`config.mk`:
```
export PLATFORM = sky130hd
export DESIGN_NAME = matrix_commutator
export DESIGN_NICKNAME = d
export VERILOG_FILES = /design/src/rtl/matrix_commutator.sv
export SDC_FILE = /design/constraint.sdc
export NUM_CORES = 1
export LEC_CHECK = 0
export CAP_MARGIN = 20
export CORE_MARGIN = 2
export CORE_UTILIZATION = 45
export DETAILED_ROUTE_END_ITERATION = 16
export PLACE_DENSITY = 0.66
export REMOVE_ABC_BUFFERS = 1
export SKIP_CTS_REPAIR_TIMING = 1
export SLEW_MARGIN = 20
export SYNTH_ARGS = -nofsm -noshare
export SYNTH_HDL_FRONTEND = slang
export SYNTH_SLANG_ARGS = --single-unit
```
`constraint.sdc`:
```
create_clock -name clk -period 2.49 [get_ports clk]
set_input_delay 0.6225 -clock clk [delete_from_list [all_inputs] [get_ports clk]]
set_output_delay 0.6225 -clock clk [all_outputs]
set_load 0.03 [all_outputs]
```
`src/rtl/matrix_commutator.sv`:
```
// Four-step current-direction commutation for an N_OUT-phase matrix converter.
// It adds a per-phase dwell counter, a clearable clamp-fault latch, busy flags and a status LED.
module matrix_commutator #(
  parameter int N_OUT       = 3,
  parameter int STEP_CYCLES = 400,
  parameter int CNT_W       = 16
) (
  input  logic                 clk,
  input  logic                 rst_n,
  input  logic                 ce,
  input  logic [2*N_OUT-1:0]   sel,
  input  logic [N_OUT-1:0]     dir,
  input  logic                 clamp_signal,
  input  logic                 fault_clr,
  output logic [6*N_OUT-1:0]   gate,
  output logic [N_OUT-1:0]     busy,
  output logic                 fault,
  output logic [7:0]           led_r,
  output logic [7:0]           led_g,
  output logic [7:0]           led_b
);

  typedef enum logic [2:0] {
    ST_OFF   = 3'd0,
    ST_START = 3'd1,
    ST_IDLE  = 3'd2,
    ST_S1    = 3'd3,
    ST_S2    = 3'd4,
    ST_S3    = 3'd5
  } phase_state_t;

  localparam logic [CNT_W-1:0] LAST_CNT = CNT_W'(STEP_CYCLES - 1);
  localparam logic [CNT_W-1:0] ONE_CNT  = CNT_W'(1);
  localparam logic [CNT_W-1:0] ZERO_CNT = CNT_W'(0);
  localparam logic [1:0]       NO_REQ   = 2'd3;

  phase_state_t        state_r  [N_OUT];
  phase_state_t        state_nx_s [N_OUT];
  logic [CNT_W-1:0]    cnt_r    [N_OUT];
  logic [CNT_W-1:0]    cnt_nx_s [N_OUT];
  logic [1:0]          cur_r    [N_OUT];
  logic [1:0]          cur_nx_s [N_OUT];
  logic [1:0]          tgt_r    [N_OUT];
  logic [1:0]          tgt_nx_s [N_OUT];
  logic                d_r      [N_OUT];
  logic                d_nx_s   [N_OUT];
  logic                fault_r;
  logic [6*N_OUT-1:0]  gate_r;
  logic [N_OUT-1:0]    busy_r;

  // Gate bit of one device: input src, rev=0 forward, rev=1 reverse.
  function automatic logic [5:0] dev_mask(input logic [1:0] src, input logic rev);
    logic [5:0] m;
    m = 6'd0;
    case (src)
      2'd0:    m = rev ? 6'b000010 : 6'b000001;
      2'd1:    m = rev ? 6'b001000 : 6'b000100;
      2'd2:    m = rev ? 6'b100000 : 6'b010000;
      default: m = 6'd0;
    endcase
    return m;
  endfunction

  // Devices conducting in each state; d=1 uses forward devices, d=0 reverse.
  function automatic logic [5:0] phase_gates(input phase_state_t st, input logic [1:0] cur,
                                             input logic [1:0] tgt, input logic d);
    logic [5:0] g;
    g = 6'd0;
    case (st)
      ST_IDLE: g = dev_mask(cur, 1'b0) | dev_mask(cur, 1'b1);
      ST_S1:   g = dev_mask(cur, ~d);
      ST_S2:   g = dev_mask(cur, ~d) | dev_mask(tgt, ~d);
      ST_S3:   g = dev_mask(tgt, ~d);
      default: g = 6'd0;
    endcase
    return g;
  endfunction

  function automatic logic is_busy(input phase_state_t st);
    return (st == ST_START) || (st == ST_S1) || (st == ST_S2) || (st == ST_S3);
  endfunction

  // Clamp fault latch; a simultaneous clear never wins over a new clamp event.
  always_ff @(posedge clk or negedge rst_n) begin
    if (!rst_n) begin
      fault_r <= 1'b0;
    end else if (clamp_signal) begin
      fault_r <= 1'b1;
    end else if (fault_clr) begin
      fault_r <= 1'b0;
    end else begin
      fault_r <= fault_r;
    end
  end

  // Per-phase FSM state, dwell counter and latched commutation context.
  always_ff @(posedge clk or negedge rst_n) begin
    if (!rst_n) begin
      for (int p = 0; p < N_OUT; p++) begin
        state_r[p] <= ST_OFF;
        cnt_r[p]   <= ZERO_CNT;
        cur_r[p]   <= 2'd0;
        tgt_r[p]   <= 2'd0;
        d_r[p]     <= 1'b0;
      end
    end else begin
      for (int p = 0; p < N_OUT; p++) begin
        state_r[p] <= state_nx_s[p];
        cnt_r[p]   <= cnt_nx_s[p];
        cur_r[p]   <= cur_nx_s[p];
        tgt_r[p]   <= tgt_nx_s[p];
        d_r[p]     <= d_nx_s[p];
      end
    end
  end

  // Next-state logic; a latched fault overrides everything and parks phases in OFF.
  always_comb begin
    for (int p = 0; p < N_OUT; p++) begin
      state_nx_s[p] = state_r[p];
      cnt_nx_s[p]   = cnt_r[p];
      cur_nx_s[p]   = cur_r[p];
      tgt_nx_s[p]   = tgt_r[p];
      d_nx_s[p]     = d_r[p];
      if (fault_r) begin
        state_nx_s[p] = ST_OFF;
        cnt_nx_s[p]   = ZERO_CNT;
      end else begin
        case (state_r[p])
          ST_OFF: begin
            if (ce && (sel[2*p +: 2] != NO_REQ)) begin
              tgt_nx_s[p]   = sel[2*p +: 2];
              cnt_nx_s[p]   = ZERO_CNT;
              state_nx_s[p] = ST_START;
            end else begin
              cnt_nx_s[p]   = ZERO_CNT;
            end
          end
          ST_IDLE: begin
            if (ce && (sel[2*p +: 2] != NO_REQ) && (sel[2*p +: 2] != cur_r[p])) begin
              tgt_nx_s[p]   = sel[2*p +: 2];
              d_nx_s[p]     = dir[p];
              cnt_nx_s[p]   = ZERO_CNT;
              state_nx_s[p] = ST_S1;
            end else begin
              cnt_nx_s[p]   = ZERO_CNT;
            end
          end
          ST_START, ST_S1, ST_S2, ST_S3: begin
            if (!ce) begin
              cnt_nx_s[p] = cnt_r[p];
            end else if (cnt_r[p] != LAST_CNT) begin
              cnt_nx_s[p] = cnt_r[p] + ONE_CNT;
            end else begin
              cnt_nx_s[p] = ZERO_CNT;
              case (state_r[p])
                ST_START: begin
                  state_nx_s[p] = ST_IDLE;
                  cur_nx_s[p]   = tgt_r[p];
                end
                ST_S1:   state_nx_s[p] = ST_S2;
                ST_S2:   state_nx_s[p] = ST_S3;
                ST_S3: begin
                  state_nx_s[p] = ST_IDLE;
                  cur_nx_s[p]   = tgt_r[p];
                end
                default: state_nx_s[p] = ST_OFF;
              endcase
            end
          end
          default: begin
            state_nx_s[p] = ST_OFF;
            cnt_nx_s[p]   = ZERO_CNT;
          end
        endcase
      end
    end
  end

  // Registered gate and busy outputs, blanked on the edge after a fault latches.
  always_ff @(posedge clk or negedge rst_n) begin
    if (!rst_n) begin
      gate_r <= '0;
      busy_r <= '0;
    end else begin
      for (int p = 0; p < N_OUT; p++) begin
        gate_r[6*p +: 6] <= fault_r ? 6'd0 : phase_gates(state_r[p], cur_r[p], tgt_r[p], d_r[p]);
        busy_r[p]        <= ~fault_r & is_busy(state_r[p]);
      end
    end
  end

  assign gate  = gate_r;
  assign busy  = busy_r;
  assign fault = fault_r;

  assign led_r = fault_r ? 8'd255 : 8'd0;
  assign led_g = (!fault_r && (|busy_r)) ? 8'd255 : 8'd0;
  assign led_b = (!fault_r && (|busy_r)) ? 8'd255 : 8'd0;

endmodule

```
==> Flow_metrics.wiki, run 1 <==
{| class="wikitable"
! Metric !! Value
|-
| Run status || finished clean
|-
| Antenna-violating nets left || 0
|-
| First-pass GRT wire length || 19,300 µm
|-
| Total Neg Setup Slack || 0 ps
|-
| Global routing usage summed across all routing layers || approximately a fifth
|-
| Worst Path Arrival || ~2500 ps
|-
| Max Transition Viols Final || 0
|-
| Data required time of the worst path || between 2000 and 3000 ps
|-
| Syn avg cell area || roughly 9.5 µm²
|-
| Sequential fraction of the synthesis area || 44.5%
|-
| Post-detailed-placement half-perimeter wirelength || 8110 µm
|-
| Final instance area || between 6000 and 7000 µm²
|-
| Most used DFF post-synth || dfrtp_1
|-
| Leading cell type by number of instances after synthesis || dfrtp_1
|-
| Number of setup violations in the final report || 0
|-
| Final core occ || 53.7%
|-
| Global-route met1 utilization || 25.3%
|-
| Hold Crit Class || primary input to async pin
|-
| Number of clock buffers inserted by TritonCTS || 9
|-
| Number of instances in the placed design || between 700 and 800
|-
| Count of routing violations after the opening detailed-route iteration || 245
|-
| Reg clk slew, reported paths || approximately 60 ps
|-
| Fraction of met3 tracks used by global routing || under 10%
|-
| Transition time of the tightest slew-check pin || 586 ps
|-
| Total inserted antenna cells || 0
|-
| Largest area contributor in the netlist || dfrtp_1
|-
| Maximum clock skew at final layout || between 8 and 9 ps
|-
| Core Footprint || 11,500 µm²
|-
| CP Max Fanout || 6
|-
| Number of buffer cells added on primary ports || between 50 and 60
|-
| Kind of end point of the critical path || flop
|-
| Leak pwr || 2.55 nW
|-
| Pre-CTS WS || about 110 ps
|-
| Placer Congestion || approximately 0.87
|-
| Root Buffer Master || clkbuf_16
|-
| First-pass DRT Iterations || 4
|-
| Busiest layer in global routing || met2
|-
| CTS H-Tree Depth || 3
|-
| Maximum number of pins on one net before global-route repair || between 40 and 50
|-
| Die height || ~110 µm
|-
| Number of global-route vias before repair || around 4,200
|-
| Total cell area at the placement stage || 5870 µm²
|-
| Worst Setup Slack, final || ~280 ps
|-
| Horizontal extent of the die || roughly 110 µm
|-
| Most frequent cells after synthesis || dfrtp_1, nor2_1, nand2_1
|-
| Global route total overflow || 0
|-
| Clk Latency, worst-skew pair || between 300 and 400 ps
|-
| RSZ-0062 raised after global routing || false
|-
| I/O Pins || 60
|-
| Routed length per placed instance || approximately 15 µm
|-
| Kind of cell adding the most delay to the critical path || simple AND/OR/NAND/NOR gates
|-
| Crit share post-route || roughly nine tenths
|-
| Count of cell types in the netlist || 70
|-
| Count of vias placed by the detailed router || about 4,200
|-
| Critical Path Start Type || flop
|-
| Achievable frequency || approximately 450 MHz
|-
| Time the worst path needs with I/O delays and setup || about 2200 ps
|-
| Number of vias per cell || approximately 5.6
|-
| Clock Path Buffers || 2
|-
| Relative slew margins || between 60% and 70%
|-
| Total Routed Length || between 10,000 and 15,000 µm
|-
| Number of flops mapped to enable cells by yosys || 0
|-
| Async set-reset flop share out of synthesis || 100%
|-
| Ranking of synthesized cells by area || dfrtp_1, nor2_1, mux2_2
|-
| Worst path cell trace || or4_1 -> nor4_2 -> or3_1 -> o21ai_0 -> a21o_1
|-
| Type of the worst setup path || flop to flop
|-
| Worst-path cell with the longest stage delay || or4_1
|-
| Summed instance area of the synthesized netlist || 5290 µm²
|-
| Hold violation total from the final report || 0
|-
| Synthesized flop and latch total || 94
|-
| Power Density || about 530 nW/µm²
|-
| Post-synthesis to final-layout area growth || 16.4%
|-
| Critical Path Max Stage Delay || roughly 560 ps
|-
| Number of antenna violations at the first check in global routing || 0
|-
| Clk sink count || 94
|-
| Final instance count without filler cells || ~750
|-
| Instance count of the mapped netlist || approximately 560
|-
| CP Buf/Inv Count || 0
|-
| Maximum resistive drop on vdd || 0.000477 V
|-
| Pwr Total || 3.25 mW
|-
| Area share of the leading cell type in the synthesized netlist || between 40% and 50%
|-
| Count of maximum capacitance violations || 0
|-
| Total Nets Final || between 600 and 700
|-
| Final worst hold slack || about 270 ps
|-
| Clock tree from TritonCTS || yes
|-
| Standard-cell row count || 39
|-
| Synth warnings || 0
|-
| Initial cell density of the core || between 40% and 50%
|-
| Overall die area || between 10,000 and 15,000 µm²
|-
| Met2 capacity usage during global routing || just under 30%
|-
| Post-detailed-route DRC marker count || 0
|-
| Share of layout cells above drive strength 1 || approximately 17%
|}
-- sequential cells by signal, indices dropped and copies added, names as in the netlist --
register and count:
state_r 9, d_r 3, cur_r 6, gate 18
tgt_r 6, fault 1, busy 3, cnt_r 48
-- final cells by class --
type	instances	area (µm²)
inverter	17	63.8
clock inverter	3	17.5
fill	1028	5310
clock buffer	13	270
timing repair buffer	81	703
sequential	94	2350
multi-input combinational	402	2570
tap	143	179
-- where the power goes --
group / switching [mW] / internal (mW) / total, mW
clock: 0.567 / 0.755 / 1.32
combinational: 0.167 / 0.135 / 0.302
sequential: 0.0641 / 1.56 / 1.63
total: 0.798 / 2.45 / 3.25
-- routing by layer --
| layer | up-vias | share of wire [%] |
|---|---|---|
| li1 | 2058 | - |
| met1 | 2064 | 47 |
| met2 | 95 | 47 |
| met3 | 9 | 4.6 |
| met4 | 0 | 1.3 |
| met5 | - | 0 |
-- layout by cell type (no fill, tap or decap), types with 6 or more instances in the layout --
| cell type | Yosys | routed |
|---|---|---|
| dfrtp_1 | 94 | 94 |
| nor2_1 | 74 | 74 |
| buf_4 | 24 | 47 |
| nand2_1 | 36 | 36 |
| clkdlybuf4s50_1 | 0 | 33 |
| a21oi_1 | 31 | 31 |
| nand3_1 | 27 | 27 |
| nor3_1 | 20 | 20 |
| xnor2_1 | 20 | 20 |
| mux2_2 | 18 | 18 |
| inv_1 | 17 | 17 |
| nand4_1 | 15 | 15 |
| xor2_1 | 14 | 14 |
| nand2b_1 | 12 | 12 |
| and3_1 | 9 | 9 |
| clkbuf_16 | 0 | 9 |
| a21o_1 | 8 | 8 |
| o21ai_0 | 8 | 8 |
| a31oi_1 | 6 | 6 |
| nor2b_1 | 6 | 6 |
-- final timing paths --
kind                           start   endpoint  slack, ps  depth (start not counted)
max                        cnt_r[42]  cnt_r[47]        280                          5
min                            rst_n   gate[10]        270                          1
max reg2reg                cnt_r[42]  cnt_r[47]        280                          5
min reg2reg                cnt_r[47]  cnt_r[47]        520                          1
max in group asynchronous      rst_n   cur_r[4]       1520                          2
min in group clk           cnt_r[47]  cnt_r[47]        520                          1
-- cells by family (layout without fill, tap and decap cells) --
kind of cell | after synthesis | after routing | synth area share, %
adders and majority gates | 4 | 4 | 0.946
and+or+nand+nor | 248 | 248 | 25.4
muxes | 21 | 21 | 4.45
AOI/OAI and AO/OA | 95 | 95 | 12.1
xor gates and xnor gates | 34 | 34 | 5.63
buffers and inverters | 62 | 114 | 6.95
DFF | 94 | 94 | 44.5
-- worst register-to-register path, cell delays in order, from the launching register on --
cell,delay (ps)
dfrtp_1,440
or4_1,560
nor4_2,500
or3_1,290
o21ai_0,120
a21o_1,190
Power figures use the tool's default switching activity.
==> run 2, diff against run 1 <==
--- a/config.mk
+++ b/config.mk
@@ -7,12 +7,11 @@
 export LEC_CHECK = 0
 export CAP_MARGIN = 20
 export CORE_MARGIN = 2
-export CORE_UTILIZATION = 45
+export CORE_UTILIZATION = 50
 export DETAILED_ROUTE_END_ITERATION = 16
-export PLACE_DENSITY = 0.66
+export PLACE_DENSITY = 0.72
 export REMOVE_ABC_BUFFERS = 1
 export SKIP_CTS_REPAIR_TIMING = 1
-export SLEW_MARGIN = 20
 export SYNTH_ARGS = -nofsm -noshare
 export SYNTH_HDL_FRONTEND = slang
 export SYNTH_SLANG_ARGS = --single-unit
==> constraint.sdc (replaced) <==
create_clock -name clk -period 2.49 [get_ports clk]
set_input_delay 0.6225 -clock clk [delete_from_list [all_inputs] [get_ports clk]]
set_output_delay 0.6225 -clock clk [all_outputs]
set_load 0.05 [all_outputs]
==> Flow_metrics.wiki, run 2 (synthesis results as in run 1) <==
{| class="wikitable"
! Metric !! Value
|-
| Count of vias placed by the detailed router || 4,307
|-
| I/O Pins || 60
|-
| Area of the multi-input gates || around 2600 µm²
|-
| Number of global-route vias before repair || roughly 4,100
|-
| Transition time of the tightest slew-check pin || approximately 660 ps
|-
| Crit Reg-Reg Endpoint || state_r[3]
|-
| Run status || finished clean
|-
| Total inserted antenna cells || 0
|-
| Time the worst path needs with I/O delays and setup || between 2000 and 2500 ps
|-
| Clock tree from TritonCTS || yes
|-
| Global routing usage summed across all routing layers || between 20% and 30%
|-
| Leak pwr || 2.63 nW
|-
| Setup crit start || fault
|-
| Number of antenna violations at the first check in global routing || 0
|-
| Core Footprint || just over 10,000 µm²
|-
| Total Neg Setup Slack || 0 ps
|-
| Achievable frequency || about 440 MHz
|-
| Worst-path cell with the longest stage delay || dfrtp_1
|-
| Largest register by flop count || cnt_r
|-
| Antenna-violating nets left || 0
|-
| CP Max Fanout || 19
|-
| Worst Path Arrival || around 1700 ps
|-
| Reg2reg path depth || 5
|-
| Maximum clock skew at final layout || ~17 ps
|-
| Reg clk slew, reported paths || around 100 ps
|-
| CTS H-Tree Depth || 3
|-
| Clock Path Buffers || 2
|-
| Overall die area || around 11,000 µm²
|-
| Share of layout cells above drive strength 1 || between 15 and 20%
|-
| Number of buffer cells added on primary ports || between 50 and 60
|-
| Flip-flop count of the largest register, all copies and words added || 48
|-
| Clk Latency, worst-skew pair || about 370 ps
|-
| Hold Crit Class || primary input to async pin
|-
| Number of clock buffers inserted by TritonCTS || 9
|-
| Die height || between 100 and 150 µm
|-
| Highest-count cells in the layout ignoring fill and taps || dfrtp_1, nor2_1, nand2_1
|-
| Relative slew margins || between 50% and 60%
|-
| Total Nets Final || between 600 and 700
|-
| Routed length per placed instance || between 15 and 20 µm
|-
| Critical Path Max Stage Delay || about 660 ps
|-
| Clk sink count || 94
|-
| Initial cell density of the core || ~51%
|-
| Flop-to-flop setup slack || about 230 ps
|-
| RSZ-0062 raised after global routing || false
|-
| Standard-cell row count || 37
|-
| Data required time of the worst path || roughly 1900 ps
|-
| Most frequent standard cell in the layout excluding fill and tap cells || dfrtp_1
|-
| Reg-to-reg critical path startpoint || cnt_r[27]
|-
| Power Density || just under 500 nW/µm²
|-
| Register area || ~2400 µm²
|-
| Maximum number of pins on one net before global-route repair || 51
|-
| Global route total overflow || 0
|-
| Root Buffer Master || clkbuf_8
|-
| Fill cells || about 860
|-
| Total Routed Length || about 12,000 µm
|-
| Critical Path Start Type || flop
|-
| Post-detailed-placement half-perimeter wirelength || roughly 8300 µm
|-
| Crit share post-route || 92.3%
|-
| Maximum resistive drop on vdd || around 0.0004 V
|-
| Post-detailed-route DRC marker count || 0
|-
| Kind of end point of the critical path || output port
|-
| First-pass DRT Iterations || 5
|-
| First-pass GRT wire length || roughly 20,000 µm
|-
| Placer Congestion || 0.898
|-
| Worst path cell trace || buf_4 -> buf_12
|-
| Type of the worst setup path || flop to output port
|-
| Hold violation total from the final report || 0
|-
| Post-synthesis to final-layout area growth || 21.3%
|-
| Count of maximum capacitance violations || 0
|-
| Number of vias per cell || 5.76
|-
| Pwr Total || roughly 3.1 mW
|-
| Count of routing violations after the opening detailed-route iteration || ~240
|-
| Max Transition Viols Final || 0
|-
| Horizontal extent of the die || approximately 110 µm
|-
| Number of setup violations in the final report || 0
|-
| Final core occ || between 60% and 70%
|}
## run 2: worst max path at each step
stage | end
after detailed placement | d_r[0]
final | led_r[2]
after CTS | led_r[4]
after global routing | led_r[2]
after global placement | d_r[0]
after floorplan | led_b[0]
## run 2: through the flow
stage | worst slack (ps) | cell area (µm²) | std cells | hold WS [ps]
3_5_place_dp | 112 | 6200 | 732 | 492
3_3_place_gp | 147 | 6200 | 732 | 482
2_1_floorplan | -12510 | 4990 | 513 | 327
4_1_cts | 166 | 6420 | 748 | 287
6_report | 192 | 6420 | 748 | 267
5_1_grt | 63.5 | 6420 | 748 | 317
## run 2: worst max-delay path: cells and delay by family (launching register included)
kind / cells / cell delay [ps]
flip-flops: 1 / 660
buffers and inverters: 2 / 640
## run 2: cell type report
| cell class | instances | share of cell area [%] |
|---|---|---|
| Clock buffer | 12 | 2.57 |
| Clock inverter | 4 | 0.800 |
| Inverter | 17 | 0.995 |
| Multi-Input combinational cell | 402 | 40.1 |
| Sequential cell | 94 | 36.7 |
| Tap cell | 136 | 2.65 |
| Timing Repair Buffer | 83 | 16.3 |
## run 2: metal layers
layer	track usage (%)	routed length, µm	up-vias
li1	-	-	2061
met1	28.9	5220	2117
met3	3.47	500	19
met4	9.55	189	0
met5	0	0	-
met2	34.5	5600	110
## run 2: where the power goes
| group | internal [mW] | total (mW) | switching [mW] |
|---|---|---|---|
| logic | 0.184 | 0.400 | 0.216 |
| clock network | 0.549 | 1.09 | 0.540 |
| registers | 1.56 | 1.62 | 0.0654 |
| total | 2.29 | 3.11 | 0.822 |
